## config.mk

```make
export PLATFORM = sky130hd
export DESIGN_NAME = ultrasonic_ranger_flat
export DESIGN_NICKNAME = d
export VERILOG_FILES = /design/src/rtl/ultrasonic_ranger_if.sv /design/src/rtl/ultrasonic_ranger.sv /design/src/flat_wrapper.sv
export SDC_FILE = /design/constraint.sdc
export NUM_CORES = 1
export LEC_CHECK = 0
export BUFFER_PORTS_ARGS = -buffer_cell sky130_fd_sc_hd__buf_2
export CORE_MARGIN = 1.5
export CORE_UTILIZATION = 45
export DETAILED_ROUTE_END_ITERATION = 8
export PLACE_DENSITY = 0.72
export SLEW_MARGIN = 20
export SYNTH_ARGS = -nofsm -noshare
export SYNTH_HDL_FRONTEND = slang
export SYNTH_SLANG_ARGS = --single-unit
```

## constraint.sdc

```tcl
create_clock -name clk -period 4.85 [get_ports clk]
set_input_delay 0.2425 -clock clk [delete_from_list [all_inputs] [get_ports clk]]
set_output_delay 0.2425 -clock clk [all_outputs]
set_load 0.005 [all_outputs]
```

## src/rtl/ultrasonic_ranger_if.sv

```systemverilog
// Sensor-pin and distance-result bundle between the ranger and its neighbours.
// The ranger takes the slave modport; the sensor model/consumer side takes master.
interface ultrasonic_ranger_if #(
  parameter int CNT_W  = 24,
  parameter int DIST_W = 16
);
  logic              ECHO;
  logic              TRIGGER;
  logic [CNT_W-1:0]  echo_cycles;
  logic [DIST_W-1:0] dist_cm;
  logic              dist_valid;
  logic              timeout;
  logic              busy;

  // dist_valid is a one-cycle strobe with no ready: the consumer must take
  // echo_cycles/dist_cm/timeout in that cycle; they then hold until the next strobe.
  modport slave (
    input  ECHO,
    output TRIGGER, echo_cycles, dist_cm, dist_valid, timeout, busy
  );

  modport master (
    output ECHO,
    input  TRIGGER, echo_cycles, dist_cm, dist_valid, timeout, busy
  );
endinterface

```

## src/rtl/ultrasonic_ranger.sv

```systemverilog
// HC-SR04 style ranger: periodic trigger, synchronised echo timing, cm conversion.
// Optional RANGER_MEDIAN3_EN adds a 3-tap median on dist_cm (one extra cycle of lag).
module ultrasonic_ranger #(
  parameter int TRIG_CYCLES         = 500,
  parameter int MEAS_PERIOD_CYCLES  = 3_000_000,
  parameter int ECHO_TIMEOUT_CYCLES = 1_250_000,
  parameter int CYCLES_PER_CM       = 2900,
  parameter int CNT_W               = 24,
  parameter int DIST_W              = 16
) (
  input  logic                clk,
  input  logic                rst,
  ultrasonic_ranger_if.slave  io_rng,
  output logic [2:0]          o_dbg_state
);

  typedef enum logic [2:0] {
    S_IDLE      = 3'd0,
    S_TRIG      = 3'd1,
    S_WAIT_RISE = 3'd2,
    S_MEASURE   = 3'd3,
    S_HOLDOFF   = 3'd4
  } state_t;

  localparam logic [CNT_W-1:0] LP_TRIG_LAST   = CNT_W'(TRIG_CYCLES - 1);
  localparam logic [CNT_W-1:0] LP_PERIOD_LAST = CNT_W'(MEAS_PERIOD_CYCLES - 1);
  localparam logic [CNT_W-1:0] LP_TO_LAST     = CNT_W'(ECHO_TIMEOUT_CYCLES - 1);
  localparam logic [CNT_W-1:0] LP_TO          = CNT_W'(ECHO_TIMEOUT_CYCLES);
  localparam logic [CNT_W-1:0] LP_CPC_LAST    = CNT_W'(CYCLES_PER_CM - 1);

  state_t              r_state;
  logic                r_sync1;
  logic                r_echo_s;
  logic                r_echo_d;
  logic                r_trigger;
  logic                r_busy;
  logic [CNT_W-1:0]    r_period;
  logic [CNT_W-1:0]    r_wait;
  logic [CNT_W-1:0]    r_echo_cnt;
  logic [CNT_W-1:0]    r_presc;
  logic [DIST_W-1:0]   r_cm;
  logic                r_res_valid;
  logic [CNT_W-1:0]    r_res_cycles;
  logic [DIST_W-1:0]   r_res_cm;
  logic                r_res_to;

  logic                w_echo_rise;
  logic [DIST_W-1:0]   w_cm_final;

  assign w_echo_rise = r_echo_s & ~r_echo_d;

  // The echo counter counts the rise cycle too, so it leads the prescaler by one;
  // a prescaler sitting on its last value therefore completes one more centimetre.
  assign w_cm_final = ((r_presc == LP_CPC_LAST) && (r_cm != '1)) ? r_cm + 1'b1 : r_cm;

  always_ff @(posedge clk or posedge rst) begin
    if (rst) begin
      r_sync1  <= 1'b0;
      r_echo_s <= 1'b0;
      r_echo_d <= 1'b0;
    end else begin
      r_sync1  <= io_rng.ECHO;
      r_echo_s <= r_sync1;
      r_echo_d <= r_echo_s;
    end
  end

  always_ff @(posedge clk or posedge rst) begin
    if (rst) begin
      r_state      <= S_IDLE;
      r_trigger    <= 1'b0;
      r_busy       <= 1'b0;
      r_period     <= '0;
      r_wait       <= '0;
      r_echo_cnt   <= '0;
      r_presc      <= '0;
      r_cm         <= '0;
      r_res_valid  <= 1'b0;
      r_res_cycles <= '0;
      r_res_cm     <= '0;
      r_res_to     <= 1'b0;
    end else begin
      r_res_valid <= 1'b0;
      if (r_period != LP_PERIOD_LAST) r_period <= r_period + 1'b1;

      case (r_state)
        S_IDLE: begin
          r_state   <= S_TRIG;
          r_trigger <= 1'b1;
          r_busy    <= 1'b1;
          r_period  <= '0;
        end

        S_TRIG: begin
          if (r_period == LP_TRIG_LAST) begin
            r_state   <= S_WAIT_RISE;
            r_trigger <= 1'b0;
            r_wait    <= '0;
          end
        end

        S_WAIT_RISE: begin
          r_wait <= r_wait + 1'b1;
          if (w_echo_rise) begin
            r_state    <= S_MEASURE;
            r_echo_cnt <= CNT_W'(1);
            r_presc    <= '0;
            r_cm       <= '0;
          end else if (r_wait == LP_TO_LAST) begin
            r_state      <= S_HOLDOFF;
            r_busy       <= 1'b0;
            r_res_valid  <= 1'b1;
            r_res_cycles <= LP_TO;
            r_res_cm     <= '1;
            r_res_to     <= 1'b1;
          end
        end

        S_MEASURE: begin
          if (!r_echo_s) begin
            r_state      <= S_HOLDOFF;
            r_busy       <= 1'b0;
            r_res_valid  <= 1'b1;
            r_res_cycles <= r_echo_cnt;
            r_res_cm     <= w_cm_final;
            r_res_to     <= 1'b0;
          end else if (r_echo_cnt == LP_TO_LAST) begin
            r_state      <= S_HOLDOFF;
            r_busy       <= 1'b0;
            r_res_valid  <= 1'b1;
            r_res_cycles <= LP_TO;
            r_res_cm     <= '1;
            r_res_to     <= 1'b1;
          end else begin
            r_echo_cnt <= r_echo_cnt + 1'b1;
            if (r_presc == LP_CPC_LAST) begin
              r_presc <= '0;
              if (r_cm != '1) r_cm <= r_cm + 1'b1;
            end else begin
              r_presc <= r_presc + 1'b1;
            end
          end
        end

        S_HOLDOFF: begin
          // A late echo from this ping must drain before the next trigger goes out.
          if ((r_period == LP_PERIOD_LAST) && !r_echo_s) begin
            r_state   <= S_TRIG;
            r_trigger <= 1'b1;
            r_busy    <= 1'b1;
            r_period  <= '0;
          end
        end

        default: begin
          r_state   <= S_IDLE;
          r_trigger <= 1'b0;
          r_busy    <= 1'b0;
        end
      endcase
    end
  end

  assign io_rng.TRIGGER = r_trigger;
  assign io_rng.busy    = r_busy;
  assign o_dbg_state    = r_state;

`ifdef RANGER_MEDIAN3_EN
  logic [DIST_W-1:0] r_h1;
  logic [DIST_W-1:0] r_h2;
  logic [1:0]        r_nres;
  logic              r_med_valid;
  logic [CNT_W-1:0]  r_med_cycles;
  logic [DIST_W-1:0] r_med_cm;
  logic              r_med_to;

  function automatic logic [DIST_W-1:0] f_median3(
    input logic [DIST_W-1:0] a,
    input logic [DIST_W-1:0] b,
    input logic [DIST_W-1:0] c
  );
    logic [DIST_W-1:0] lo;
    logic [DIST_W-1:0] hi;
    lo = (a < b) ? a : b;
    hi = (a < b) ? b : a;
    if (c < lo)      return lo;
    else if (c > hi) return hi;
    else             return c;
  endfunction

  always_ff @(posedge clk or posedge rst) begin
    if (rst) begin
      r_h1         <= '0;
      r_h2         <= '0;
      r_nres       <= '0;
      r_med_valid  <= 1'b0;
      r_med_cycles <= '0;
      r_med_cm     <= '0;
      r_med_to     <= 1'b0;
    end else begin
      r_med_valid <= r_res_valid;
      if (r_res_valid) begin
        r_med_cycles <= r_res_cycles;
        r_med_to     <= r_res_to;
        r_med_cm     <= (r_nres < 2'd2) ? r_res_cm : f_median3(r_res_cm, r_h1, r_h2);
        r_h2         <= r_h1;
        r_h1         <= r_res_cm;
        if (r_nres != 2'd2) r_nres <= r_nres + 1'b1;
      end
    end
  end

  assign io_rng.dist_valid  = r_med_valid;
  assign io_rng.echo_cycles = r_med_cycles;
  assign io_rng.dist_cm     = r_med_cm;
  assign io_rng.timeout     = r_med_to;
`else
  assign io_rng.dist_valid  = r_res_valid;
  assign io_rng.echo_cycles = r_res_cycles;
  assign io_rng.dist_cm     = r_res_cm;
  assign io_rng.timeout     = r_res_to;
`endif

endmodule

```

## src/flat_wrapper.sv

```systemverilog
// flat-port wrapper written by rule: the top's interface ports become plain ports
module ultrasonic_ranger_flat 
#(
  parameter int TRIG_CYCLES         = 500,
  parameter int MEAS_PERIOD_CYCLES  = 3_000_000,
  parameter int ECHO_TIMEOUT_CYCLES = 1_250_000,
  parameter int CYCLES_PER_CM       = 2900,
  parameter int CNT_W               = 24,
  parameter int DIST_W              = 16
)
  (clk, rst, o_dbg_state, io_rng_ECHO, io_rng_TRIGGER, io_rng_echo_cycles, io_rng_dist_cm, io_rng_dist_valid, io_rng_timeout, io_rng_busy);
  ultrasonic_ranger_if #(.CNT_W(CNT_W), .DIST_W(DIST_W)) io_rng_i ();
  input  logic clk;
  input  logic rst;
  output logic [2:0] o_dbg_state;
  input wire logic [$bits(io_rng_i.ECHO)-1:0] io_rng_ECHO;
  output wire logic [$bits(io_rng_i.TRIGGER)-1:0] io_rng_TRIGGER;
  output wire logic [$bits(io_rng_i.echo_cycles)-1:0] io_rng_echo_cycles;
  output wire logic [$bits(io_rng_i.dist_cm)-1:0] io_rng_dist_cm;
  output wire logic [$bits(io_rng_i.dist_valid)-1:0] io_rng_dist_valid;
  output wire logic [$bits(io_rng_i.timeout)-1:0] io_rng_timeout;
  output wire logic [$bits(io_rng_i.busy)-1:0] io_rng_busy;
  assign io_rng_i.ECHO = io_rng_ECHO;
  assign io_rng_TRIGGER = io_rng_i.TRIGGER;
  assign io_rng_echo_cycles = io_rng_i.echo_cycles;
  assign io_rng_dist_cm = io_rng_i.dist_cm;
  assign io_rng_dist_valid = io_rng_i.dist_valid;
  assign io_rng_timeout = io_rng_i.timeout;
  assign io_rng_busy = io_rng_i.busy;
  ultrasonic_ranger #(.TRIG_CYCLES(TRIG_CYCLES), .MEAS_PERIOD_CYCLES(MEAS_PERIOD_CYCLES), .ECHO_TIMEOUT_CYCLES(ECHO_TIMEOUT_CYCLES), .CYCLES_PER_CM(CYCLES_PER_CM), .CNT_W(CNT_W), .DIST_W(DIST_W)) u_core (.clk(clk), .rst(rst), .io_rng(io_rng_i), .o_dbg_state(o_dbg_state));
endmodule
```

== Yosys cells after proc, flatten, opt, wreduce, memory -nomap -nowiden ==
Index checks and enable logic that the tools add are counted.
Operators by class
  bitwise logic cells: 4
  add/sub/neg operators: 5
  reductions and logical operators: 14
  equal/unequal tests: 22
  mux-type cells: 56
Operators by type and width (count)
  24-bit 2-to-1 mux: 14
  24-bit one-hot mux with 2 select lines: 5
  16-bit 2-to-1 mux: 10
  24-bit by 1-bit adder with 24-bit output (second input constant): 4
  16-bit one-hot mux with 2 select lines: 2
  24-bit by 21-bit equality test with 1-bit output (second input constant): 2
  24-bit by 12-bit equality test with 1-bit output (second input constant): 1
  24-bit by 22-bit equality test with 1-bit output (second input constant): 1
  24-bit by 9-bit equality test with 1-bit output (second input constant): 1
  24-bit by 22-bit inequality test with 1-bit output (second input constant): 1
  3-bit 2-to-1 mux: 6
  16-bit by 1-bit adder with 16-bit output (second input constant): 1
  16-bit inequality test (second input constant): 1
  3-bit one-hot mux with 5 select lines: 1
  1-bit 2-to-1 mux: 14
  2-bit by 1-bit inequality test with 1-bit output (second input constant): 7
  4-bit AND reduction: 3
  3-bit by 2-bit equality test with 1-bit output (second input constant): 2
  6-bit AND reduction: 1
  1-bit one-hot mux with 5 select lines: 1
  5-bit AND reduction: 1
  2-bit inequality test (second input constant): 2
  1-bit one-hot mux with 2 select lines: 2
  1-bit one-hot mux with 4 select lines: 1
  other kinds (13): 17
Storage, ports and cells
  register bits after elaboration: 162
  input port bits: 3
  logic and storage cells: 116

== Logic depth before layout (Yosys ltp) ==
Gate-level depths: netlist of run 1.
  word-level depth: 6
  gate-level depth with buffers: 9
  depth with buffers taken out: 7

== Worst setup path before layout of run 1 ==
No wires, ideal clock.
  kind: reg2reg
  from: reg u_core.r_cm[0]
  to: reg u_core.r_cm[15]
  arrival: 2134 ps
  path buffers: 1
  period minus slack after synthesis: 2202 ps
  stages on the path, launching flop included: 9
  setup slack: 2648 ps
  cells stage by stage: dfrtp_1 -> ha_1 -> and3_1 -> and4_1 -> a2111o_1 -> nor3_2 -> buf_4 -> nand3_1 -> nand3_1
On the way
  word-level cells in the longest chain between the ends: 6
  elaborated cells on any way between the ends: 9
  those cells by class: add/sub: 1; eq/ne: 2; mux: 5; reduce/logical: 1
RTL lines
  from (decl): line ultrasonic_ranger.sv:41  | logic [DIST_W-1:0] r_cm;
  from (signal assigned): line ultrasonic_ranger.sv:138  | if (r_cm != '1) r_cm <= r_cm + 1'b1;
  16-bit by 1-bit adder with 16-bit output: line ultrasonic_ranger.sv:138
  16-bit 2-to-1 mux: line ultrasonic_ranger.sv:138
  16-bit 2-to-1 mux: line ultrasonic_ranger.sv:136  | if (r_presc == LP_CPC_LAST) begin
  16-bit 2-to-1 mux: line ultrasonic_ranger.sv:127  | end else if (r_echo_cnt == LP_TO_LAST) begin
  16-bit 2-to-1 mux: line ultrasonic_ranger.sv:120  | if (!r_echo_s) begin
  16-bit one-hot mux with 2 select lines: line ultrasonic_ranger.sv:86  | case (r_state)
Several ways; a longest one is shown, not always the timed one. The select of a mux whose other input is x is not followed.
A chain may end at the register's enable or synchronous reset.

== Final worst setup path of run 1 ==
  from: reg u_core.r_state[1], in the netlist u_core.o_dbg_state[1]
  to: reg u_core.r_res_to, in the netlist u_core.io_rng.timeout
On the way
  word-level cells in the longest chain between the ends: 3
  elaborated cells on any way between the ends: 8
  those cells by class: eq/ne: 5; mux: 1; reduce/logical: 2
RTL lines
  from (decl): line ultrasonic_ranger.sv:31  | state_t r_state;
  from (signal assigned): line ultrasonic_ranger.sv:70  | r_state <= S_IDLE;
  from (signal assigned): line ultrasonic_ranger.sv:88  | r_state <= S_TRIG;
  from (signal assigned): line ultrasonic_ranger.sv:96  | r_state <= S_WAIT_RISE;
  3-bit by 2-bit equality test with 1-bit output: line ultrasonic_ranger.sv:86
  3-bit inequality test (no line) (tied with other cells)
  4-bit AND reduction (no line)
  to (signal assigned): line ultrasonic_ranger.sv:81  | r_res_to <= 1'b0;
  to (signal assigned): line ultrasonic_ranger.sv:115  | r_res_to <= 1'b1;
  to (signal assigned): line ultrasonic_ranger.sv:126  | r_res_to <= 1'b0;
  to (decl): line ultrasonic_ranger.sv:45  | logic r_res_to;
Several ways; a longest one is shown, not always the timed one.

==> results of run 1 <==
[power breakdown]
group | internal [uW] | total, uW | leakage, uW | switching (uW)
logic | 3.00 | 30.7 | 0.00168 | 27.7
registers | 1350 | 1350 | 0.00223 | 2.53
clock network | 734 | 1340 | 0.000284 | 608
[metrics by stage]
stage	cells	cell area (um2)	hold slack (ns)	utilization [%]	worst slack [ns]
after floorplan	843	8210	0.274	-	0.231
after global placement	1095	8630	0.351	48.2	1.88
after detailed placement	1095	8630	0.353	48.2	1.81
after CTS	1128	9240	0.00260	51.6	1.81
after global routing	1128	9240	0.0479	51.6	1.55
final	1128	9240	-0.0288	51.6	1.78
[layer usage]
metal  wire (um)  global-route usage [%]  part of all wire [%]
met5           0                       0                     0
met1        8610                    27.8                    48
met2        8410                    30.9                    47
met4         164                    5.21                  0.91
met3         754                    3.71                   4.2
[how the worst max path moves through the flow]
stage                                         end  cells past startpoint             startpoint
detailed placement  u_core.io_rng.echo_cycles[16]                      7  u_core.o_dbg_state[1]
finish                      u_core.io_rng.timeout                      7  u_core.o_dbg_state[1]
global placement            u_core.io_rng.timeout                      7  u_core.o_dbg_state[1]
global route                u_core.io_rng.timeout                      7  u_core.o_dbg_state[1]
CTS                 u_core.io_rng.echo_cycles[16]                      7  u_core.o_dbg_state[1]
floorplan                   u_core.io_rng.TRIGGER                      1                    rst
[final cells by class]
type                       count  area [um2]
clock inverter                15         168
inverter                      11        51.3
multi-input combinational    635        3930
timing repair buffer          59         323
clock buffer                  17         425
tap                          229         287
sequential                   162        4050
fill                        1634        8670
[placed cells by master, fill, tap and decap left out, drive strengths merged, types with 4 or more instances in the layout]
master / synthesis / final
inv: 10 / 18
a21oi: 14 / 14
clkinv: 1 / 4
o22a: 9 / 9
xnor2: 28 / 28
nand4: 32 / 32
o31ai: 15 / 15
nand3: 68 / 68
a2bb2oi: 16 / 16
a31oi: 9 / 9
xor2: 31 / 31
and2: 12 / 12
nand2b: 5 / 5
nand2: 79 / 79
buf: 14 / 58
nor4: 17 / 17
o211ai: 4 / 4
clkbuf: 21 / 17
dfrtp: 162 / 162
and3: 22 / 22
mux2i: 5 / 5
nor2: 102 / 102
ha: 5 / 5
o21ai: 68 / 68
and4: 8 / 8
a22o: 18 / 18
nor2b: 6 / 6
nor3: 17 / 17
nor4b: 6 / 6
[cell families (layout without fill, tap and decap cells)]
kind of cell             Yosys count  after routing  share of synthesized area [%]
AND/OR/NAND/NOR                  396            396                           24.7
AO/OA/AOI/OAI                    170            170                           15.4
flip-flops                       162            162                           49.4
XOR/XNOR                          59             59                           6.29
buffers and inverters             46            102                           2.83
adder cells (fa/ha/maj)            5              5                          0.762
multiplexers                       5              5                          0.609
[sequential cells by signal, summed over array words and instances, names as in the netlist]
register and flops:
u_core.io_rng.TRIGGER 1, u_core.io_rng.busy 1, u_core.io_rng.dist_cm 16, u_core.io_rng.dist_valid 1, u_core.io_rng.echo_cycles 24, u_core.io_rng.timeout 1
u_core.o_dbg_state 3, u_core.r_cm 16, u_core.r_echo_cnt 24, u_core.r_echo_d 1, u_core.r_echo_s 1, u_core.r_period 24
u_core.r_presc 24, u_core.r_sync1 1, u_core.r_wait 24
[worst max-delay path, stage by stage (launching register included)]
cell and delay, ns:
dfrtp_1 0.50, nor2b_1 0.23, and2_1 0.24, nand2b_1 0.39
o31ai_4 0.15, a211oi_4 0.73, clkinv_4 0.42, o21a_1 0.28
==> results.sh, run 1 <==
export IMPL_run_status="finished with violations"
export IMPL_violations="negative hold slack"
export IMPL_critical_path_class="flip-flop to flip-flop"
export IMPL_synth_distinct_cells=67
export IMPL_finalNetCount=894
export IMPL_tns_ns=0
export IMPL_drt_total_wl_mm=17.9
export IMPL_grt_pass1_vias=6164
export IMPL_insertion_delay_ns=0.43
export IMPL_grt_usage_pct=19.6
export IMPL_yosysSeqAreaShare_pct=49.4
export IMPL_rrSetupSlack_ns=1.78
export IMPL_dp_hpwl_mm=11.9
export IMPL_synth_edf_count=0
export IMPL_area_delta_synth_final_pct=12.5
export IMPL_crit_arrival_ns=3.39
export IMPL_synth_top_area_share_pct=49.4
export IMPL_timing_final_hold_violations=81
export IMPL_ctsResizeCount=0
export IMPL_cts_buffer_depth=2
export IMPL_reg2reg_to="u_core.io_rng.timeout"
export IMPL_rsz0062_at_grt="false"
export IMPL_power_uw=2730
export IMPL_wire_per_inst_um=15.9
export IMPL_tightest_slew_ns=0.998
export IMPL_setup_viol=0
export IMPL_cp_max_fo=26
export IMPL_yosysMostFrequentCell="dfrtp_1"
export IMPL_synth_common_cells="dfrtp_1 (162), nor2_1 (102), nand2_1 (79)"
export IMPL_routed_via_density=5.81
export IMPL_r2r_start="u_core.o_dbg_state[1]"
export IMPL_cp_start_kind="flip-flop"
export IMPL_syn_nets=851
export IMPL_die_y_um=138
export IMPL_synth_ff_latch_count=162
export IMPL_cts_root_buf="clkbuf_16"
export IMPL_overflow=0
export IMPL_synth_top_cell_by_area="dfrtp_1"
export IMPL_rows=49
export IMPL_first_pass_iters=5
export IMPL_final_antenna_net_count=0
export IMPL_grt_pass1_wl_mm=31.1
export IMPL_ios=50
export IMPL_numCtsBuffers=17
export IMPL_maxSlewHeadroom_pct=33.1
export IMPL_end_kind="flip-flop"
export IMPL_syn_area_um2=8210
export IMPL_hold_slack_ns=-0.0288
export IMPL_async_reset_ff_share_pct=100
export IMPL_period_needed_ns=3.07
export IMPL_grt_max_degree=84
export IMPL_clock_sinks=162
export IMPL_drc=0
export IMPL_die_x_um=138
export IMPL_avgSynthCellArea_um2=9.74
export IMPL_synth_area_leaders="dfrtp_1 (49%), nor2_1 (4.7%), nand3_1 (4.1%)"
export IMPL_htree_levels=4
export IMPL_hold_buffers=1
export IMPL_ys_flop_type="dfrtp_1"
export IMPL_num_vias=6550
export IMPL_timing_fmax_mhz=326
export IMPL_timing_final_crit_share_pct=63.3
export IMPL_cp_data_required_time_ns=5.17
export IMPL_cts_tree="yes"
export IMPL_drt_initial_drc_count=482
export IMPL_p_leak_uw=0.00420
export IMPL_cts_setup_buffers=0
export IMPL_cellPowerDensity_nw_per_um2=295
export IMPL_drive_gt1_share_pct=13.5
export IMPL_insertedDiodeCount=0
export IMPL_hold_class="input port to asynchronous set/reset pin"
export IMPL_fin_worst_skew_ns=0.00881
export IMPL_peakVddDrop_mv=0.254
export IMPL_start_util_pct=45.9
export IMPL_dieArea_um2=19100
export IMPL_cap_viol_max_count=0
export IMPL_maxSlewViolCount=0
export IMPL_io_buffers=49
export IMPL_clk_pin_slew_ns=0.07
export IMPL_grt_antenna_before_repair=0
export IMPL_syn_instance_count=843
export IMPL_worst_r2r_path_depth=7
export IMPL_core_area_um2=17900
export IMPL_place_gp_congestion=0.863
export IMPL_ys_warn_count=0
Power figures use the tool's default switching activity.
==> run 2: changes to the inputs <==
==> constraint.sdc (replaced) <==
create_clock -name clk -period 2.6 [get_ports clk]
set_input_delay 0.13 -clock clk [delete_from_list [all_inputs] [get_ports clk]]
set_output_delay 0.13 -clock clk [all_outputs]
set_load 0.005 [all_outputs]
==> run 2 against run 1 <==
  * Clock power rose by 82%
  * First-iteration DRC count grew 31%
  * Setup slack lost 1.7 ns
  * Wire length up 3.2%
  * Die area stayed put
  * Critical path type unchanged
  * Non-clock buffer count is 27 higher
  * The flow now finishes without violations
  * Combinational power up 140%
==> results.sh, run 2 (synthesis gave the netlist of run 1 again) <==
export IMPL_grt_antenna_before_repair=0
export IMPL_timing_final_crit_share_pct=95.2
export IMPL_timing_final_hold_violations=0
export IMPL_n_fill_cell=1588
export IMPL_fin_worst_skew_ns=0.0107
export IMPL_slowest_stage="or4b_1"
export IMPL_dp_hpwl_mm=12.5
export IMPL_wire_per_inst_um=16.0
export IMPL_path_buf_inv=1
export IMPL_first_pass_iters=5
export IMPL_end_kind="flip-flop"
export IMPL_hold_slack_ns=0.342
export IMPL_power_uw=5040
export IMPL_overflow=0
export IMPL_core_area_um2=17900
export IMPL_dieArea_um2=19100
export IMPL_period_needed_ns=2.48
export IMPL_placed_area_um2=8870
export IMPL_cp_data_required_time_ns=2.91
export IMPL_finalNetCount=921
export IMPL_regArea_um2=4050
export IMPL_peakVddDrop_mv=0.518
export IMPL_grt_pass1_wl_mm=31.6
export IMPL_start_util_pct=45.9
export IMPL_crit_arrival_ns=2.78
export IMPL_cts_buffer_depth=2
export IMPL_final_antenna_net_count=0
export IMPL_clk_pin_slew_ns=0.06
export IMPL_cp_start_kind="flip-flop"
export IMPL_drc=0
export IMPL_drive_gt1_share_pct=15.8
export IMPL_hold_class="input port to flip-flop"
export IMPL_drt_total_wl_mm=18.5
export IMPL_cpLargestDelayFamily="simple AND/OR/NAND/NOR gates"
export IMPL_setup_viol=0
export IMPL_num_vias=6575
export IMPL_routed_via_density=5.69
export IMPL_multi_input_area_um2=3930
export IMPL_place_gp_congestion=0.833
export IMPL_numCtsBuffers=17
export IMPL_maxSlewViolCount=0
export IMPL_path_cells="or4b_1, nor4b_2, nand4_2, o31ai_4, a211oi_4, buf_4, a22o_1"
export IMPL_timing_fmax_mhz=404
export IMPL_final_area_um2=9480
export IMPL_tightest_slew_ns=0.837
export IMPL_ctsResizeCount=0
export IMPL_critical_path_class="flip-flop to flip-flop"
export IMPL_insertedDiodeCount=0
export IMPL_htree_levels=4
export IMPL_cp_max_fo=16
export IMPL_die_x_um=138
export IMPL_insertion_delay_ns=0.43
export IMPL_run_status="finished clean"
export IMPL_rsz0062_at_grt="false"
export IMPL_cts_tree="yes"
export IMPL_layout_common_cells="dfrtp_1 (162), nor2_1 (101), nand2_1 (79)"
export IMPL_cellPowerDensity_nw_per_um2=532
export IMPL_grt_usage_pct=20.1
export IMPL_clock_sinks=162
export IMPL_grt_max_degree=57
export IMPL_cpPeakStageDelay_ns=0.57
export IMPL_mostFrequentLayoutCell="dfrtp_1"
export IMPL_die_y_um=138
export IMPL_area_delta_synth_final_pct=15.4
export IMPL_maxSlewHeadroom_pct=44.1
export IMPL_grt_pass1_vias=6336
export IMPL_drt_initial_drc_count=630
export IMPL_rows=49
export IMPL_cap_viol_max_count=0
export IMPL_io_buffers=49
export IMPL_cts_root_buf="clkbuf_16"
export IMPL_p_leak_uw=0.00433
export IMPL_ios=50
==> run 2: path summary, 6_finish.rpt <==
| kind | from | end | slack [ns] | cells past startpoint |
|---|---|---|---|---|
| max | u_core.r_wait[19] | u_core.io_rng.echo_cycles[3] | 0.12 | 7 |
| min | io_rng_ECHO | u_core.r_sync1 | 0.34 | 2 |
| max reg2reg | u_core.r_wait[19] | u_core.io_rng.echo_cycles[3] | 0.12 | 7 |
| min reg2reg | u_core.r_sync1 | u_core.r_echo_s | 0.38 | 0 |
| max in group asynchronous | rst | u_core.r_presc[13] | 1.43 | 4 |
| min in group asynchronous | rst | u_core.r_period[5] | 0.43 | 3 |
==> run 2: where the power goes <==
group	internal [uW]	total [uW]	switching [uW]
combinational	15.7	72.3	56.6
sequential	2520	2520	2.41
clock	1350	2440	1090
==> run 2: final cells by class <==
class,instances,share of cell area [%]
Multi-Input combinational cell,635,41.5
Clock inverter,14,1.52
Sequential cell,162,42.8
Clock buffer,18,4.53
Tap cell,229,3.02
Inverter,11,0.528
Timing Repair Buffer,86,6.10
==> run 2: what timing repair did <==
item	4_1_cts	5_1_grt
hold buffers	2	0
setup buffers	1	0
hold endpoints to repair	31	0
endpoints found under the setup margin	26	0
==> run 2: stage by stage <==
step / utilization (%) / setup WS, ns / std cells / TNS (ns)
finish: 52.9 / 0.125 / 1155 / 0
global route: 52.9 / 0.0366 / 1155 / 0
CTS: 52.9 / 0.126 / 1155 / 0
detailed placement: 49.6 / -0.150 / 1120 / -3.15
global placement: 49.6 / -0.0984 / 1120 / -1.92
floorplan: - / 0.398 / 843 / 0
==> run 2: layer usage <==
layer	track usage (%)	wire length, um	share of wire, %	up-vias
met1	27.2	8440	46	3181
li1	-	-	-	3215
met3	3.81	675	3.6	28
met5	0	0	0	-
met2	32.7	9090	49	151
met4	6.48	308	1.7	0
==> run 3: changes to the inputs <==
--- a/config.mk
+++ b/config.mk
@@ -9,7 +9,7 @@
 export CORE_MARGIN = 1.5
 export CORE_UTILIZATION = 45
 export DETAILED_ROUTE_END_ITERATION = 8
-export PLACE_DENSITY = 0.72
+export PLACE_DENSITY = 0.75
 export SLEW_MARGIN = 20
 export SYNTH_ARGS = -nofsm -noshare
 export SYNTH_HDL_FRONTEND = slang
==> run 3 against run 2 <==
  * Cell count increased by 0.35%
  * Global-route usage about the same
  * Utilization up 0.31 points
  * Sequential share of layout area is 0.25 points lower
  * Critical path type unchanged
  * Largest power group is now the clock network
==> results.sh, run 3 (synthesis gave the netlist of run 1 again) <==
export IMPL_insertedDiodeCount=0
export IMPL_p_leak_uw=0.00437
export IMPL_critical_path_class="flip-flop to flip-flop"
export IMPL_maxSlewHeadroom_pct=51.7
export IMPL_area_delta_synth_final_pct=16.0
export IMPL_die_y_um=138
export IMPL_finalNetCount=925
export IMPL_timing_final_hold_violations=0
export IMPL_grt_antenna_before_repair=0
export IMPL_period_needed_ns=2.49
export IMPL_mostFrequentLayoutCell="dfrtp_1"
export IMPL_peakVddDrop_mv=0.448
export IMPL_io_buffers=49
export IMPL_setup_viol=0
export IMPL_clk_pin_slew_ns=0.07
export IMPL_tns_ns=0
export IMPL_dieArea_um2=19100
export IMPL_cts_tree="yes"
export IMPL_routed_via_density=5.76
export IMPL_grt_pass1_vias=6404
export IMPL_htree_levels=4
export IMPL_timing_fmax_mhz=401
export IMPL_layout_common_cells="dfrtp_1 (162), nor2_1 (101), nand2_1 (79)"
export IMPL_drt_total_wl_mm=18.8
export IMPL_overflow=0
export IMPL_final_area_um2=9530
export IMPL_fin_worst_skew_ns=0.0119
export IMPL_grt_usage_pct=20.0
export IMPL_drt_initial_drc_count=590
export IMPL_run_status="finished clean"
export IMPL_crit_arrival_ns=2.81
export IMPL_cts_root_buf="clkbuf_16"
export IMPL_cap_viol_max_count=0
export IMPL_first_pass_iters=5
export IMPL_die_x_um=138
export IMPL_cp_data_required_time_ns=2.92
export IMPL_timing_final_crit_share_pct=95.8
export IMPL_grt_pass1_wl_mm=31.7
export IMPL_drive_gt1_share_pct=16.0
export IMPL_cellPowerDensity_nw_per_um2=545
export IMPL_ctsResizeCount=0
export IMPL_insertion_delay_ns=0.43
export IMPL_drc=0
export IMPL_start_util_pct=45.9
export IMPL_cts_buffer_depth=2
export IMPL_cp_max_fo=16
export IMPL_dp_hpwl_mm=12.5
export IMPL_num_vias=6679
export IMPL_rows=49
export IMPL_cp_start_kind="flip-flop"
export IMPL_maxSlewViolCount=0
export IMPL_rsz0062_at_grt="false"
export IMPL_final_antenna_net_count=0
export IMPL_clock_sinks=162
export IMPL_tightest_slew_ns=0.723
export IMPL_place_gp_congestion=0.808
export IMPL_n_fill_cell=1527
export IMPL_placed_area_um2=8880
export IMPL_numCtsBuffers=17
export IMPL_grt_max_degree=52
export IMPL_end_kind="flip-flop"
export IMPL_wire_per_inst_um=16.2
export IMPL_ios=50
export IMPL_core_area_um2=17900
export IMPL_hold_class="input port to flip-flop"
[run 3: cell types whose count changed in the layout (fill, tap and decap cells not counted)]
cell | previous run | this run
inv_6 | 4 | 3
bufinv_16 | 1 | 3
buf_4 | 31 | 36
clkbuf_8 | 0 | 2
buf_12 | 4 | 3
clkinvlp_4 | 5 | 3
clkinv_2 | 0 | 2
clkinv_4 | 4 | 2
clkbuf_1 | 1 | 2
inv_8 | 2 | 0
[run 3: cell type report]
type | instances | area (um2) | area share [%]
well taps | 229 | 287 | 3.01
repair buffers | 90 | 596 | 6.25
flip-flops and latches | 162 | 4050 | 42.5
multi-input cells | 635 | 3930 | 41.3
clock buffers | 21 | 460 | 4.83
clock inverters | 11 | 150 | 1.58
inverters | 11 | 50.0 | 0.525
[run 3: what timing repair did]
item	4_1_cts	5_1_grt
hold buffers	2	0
endpoints found under the hold margin	28	0
setup endpoints to repair	25	2
buffers inserted	1	1
pin swaps	1	1
[run 3: final timing paths]
check,end,cells past startpoint,start,slack (ns)
max,u_core.io_rng.echo_cycles[10],7,u_core.r_wait[19],0.11
min,u_core.r_sync1,2,io_rng_ECHO,0.34
min reg2reg,u_core.r_echo_s,0,u_core.r_sync1,0.35
max in group asynchronous,u_core.r_cm[13],4,rst,1.43
min in group asynchronous,u_core.r_period[0],3,rst,0.38
max reg2reg,u_core.io_rng.echo_cycles[10],7,u_core.r_wait[19],0.11
[run 3: power breakdown]
group / switching (uW) / leakage (uW) / total (uW) / internal, uW
Clock: 1030 / 0.000294 / 2600 / 1570
Sequential: 3.26 / 0.00223 / 2530 / 2520
Combinational: 54.7 / 0.00184 / 69.2 / 14.5
Total: 1090 / 0.00437 / 5200 / 4110
[run 3: routing by layer]
layer  global-route usage [%]  up-vias  share of wire [%]
met5                        0        -                  0
met4                     7.87        0                1.8
met3                     4.05       30                3.9
met2                     32.6      192                 49
met1                     26.4     3240                 45
li1                         -     3217                  -
[run 3: stage by stage]
step	util, %	cells	setup WS [ns]	power [uW]	hold WS, ns
detailed placement	49.6	1123	-0.112	2640	0.243
global placement	49.6	1123	-0.0150	2640	0.242
CTS	53.2	1158	0.0935	5240	0.333
finish	53.2	1159	0.109	5200	0.341
floorplan	-	843	0.398	2610	0.161
global route	53.2	1159	0.0110	5370	0.347
[run 3: critical path, stage by stage (launching register included)]
cell      delay (ns)
dfrtp_1         0.43
or4b_1          0.59
nor4b_2         0.30
nand4_2         0.22
o31ai_4         0.31
a211oi_4        0.09
buf_4           0.22
a22o_1          0.21
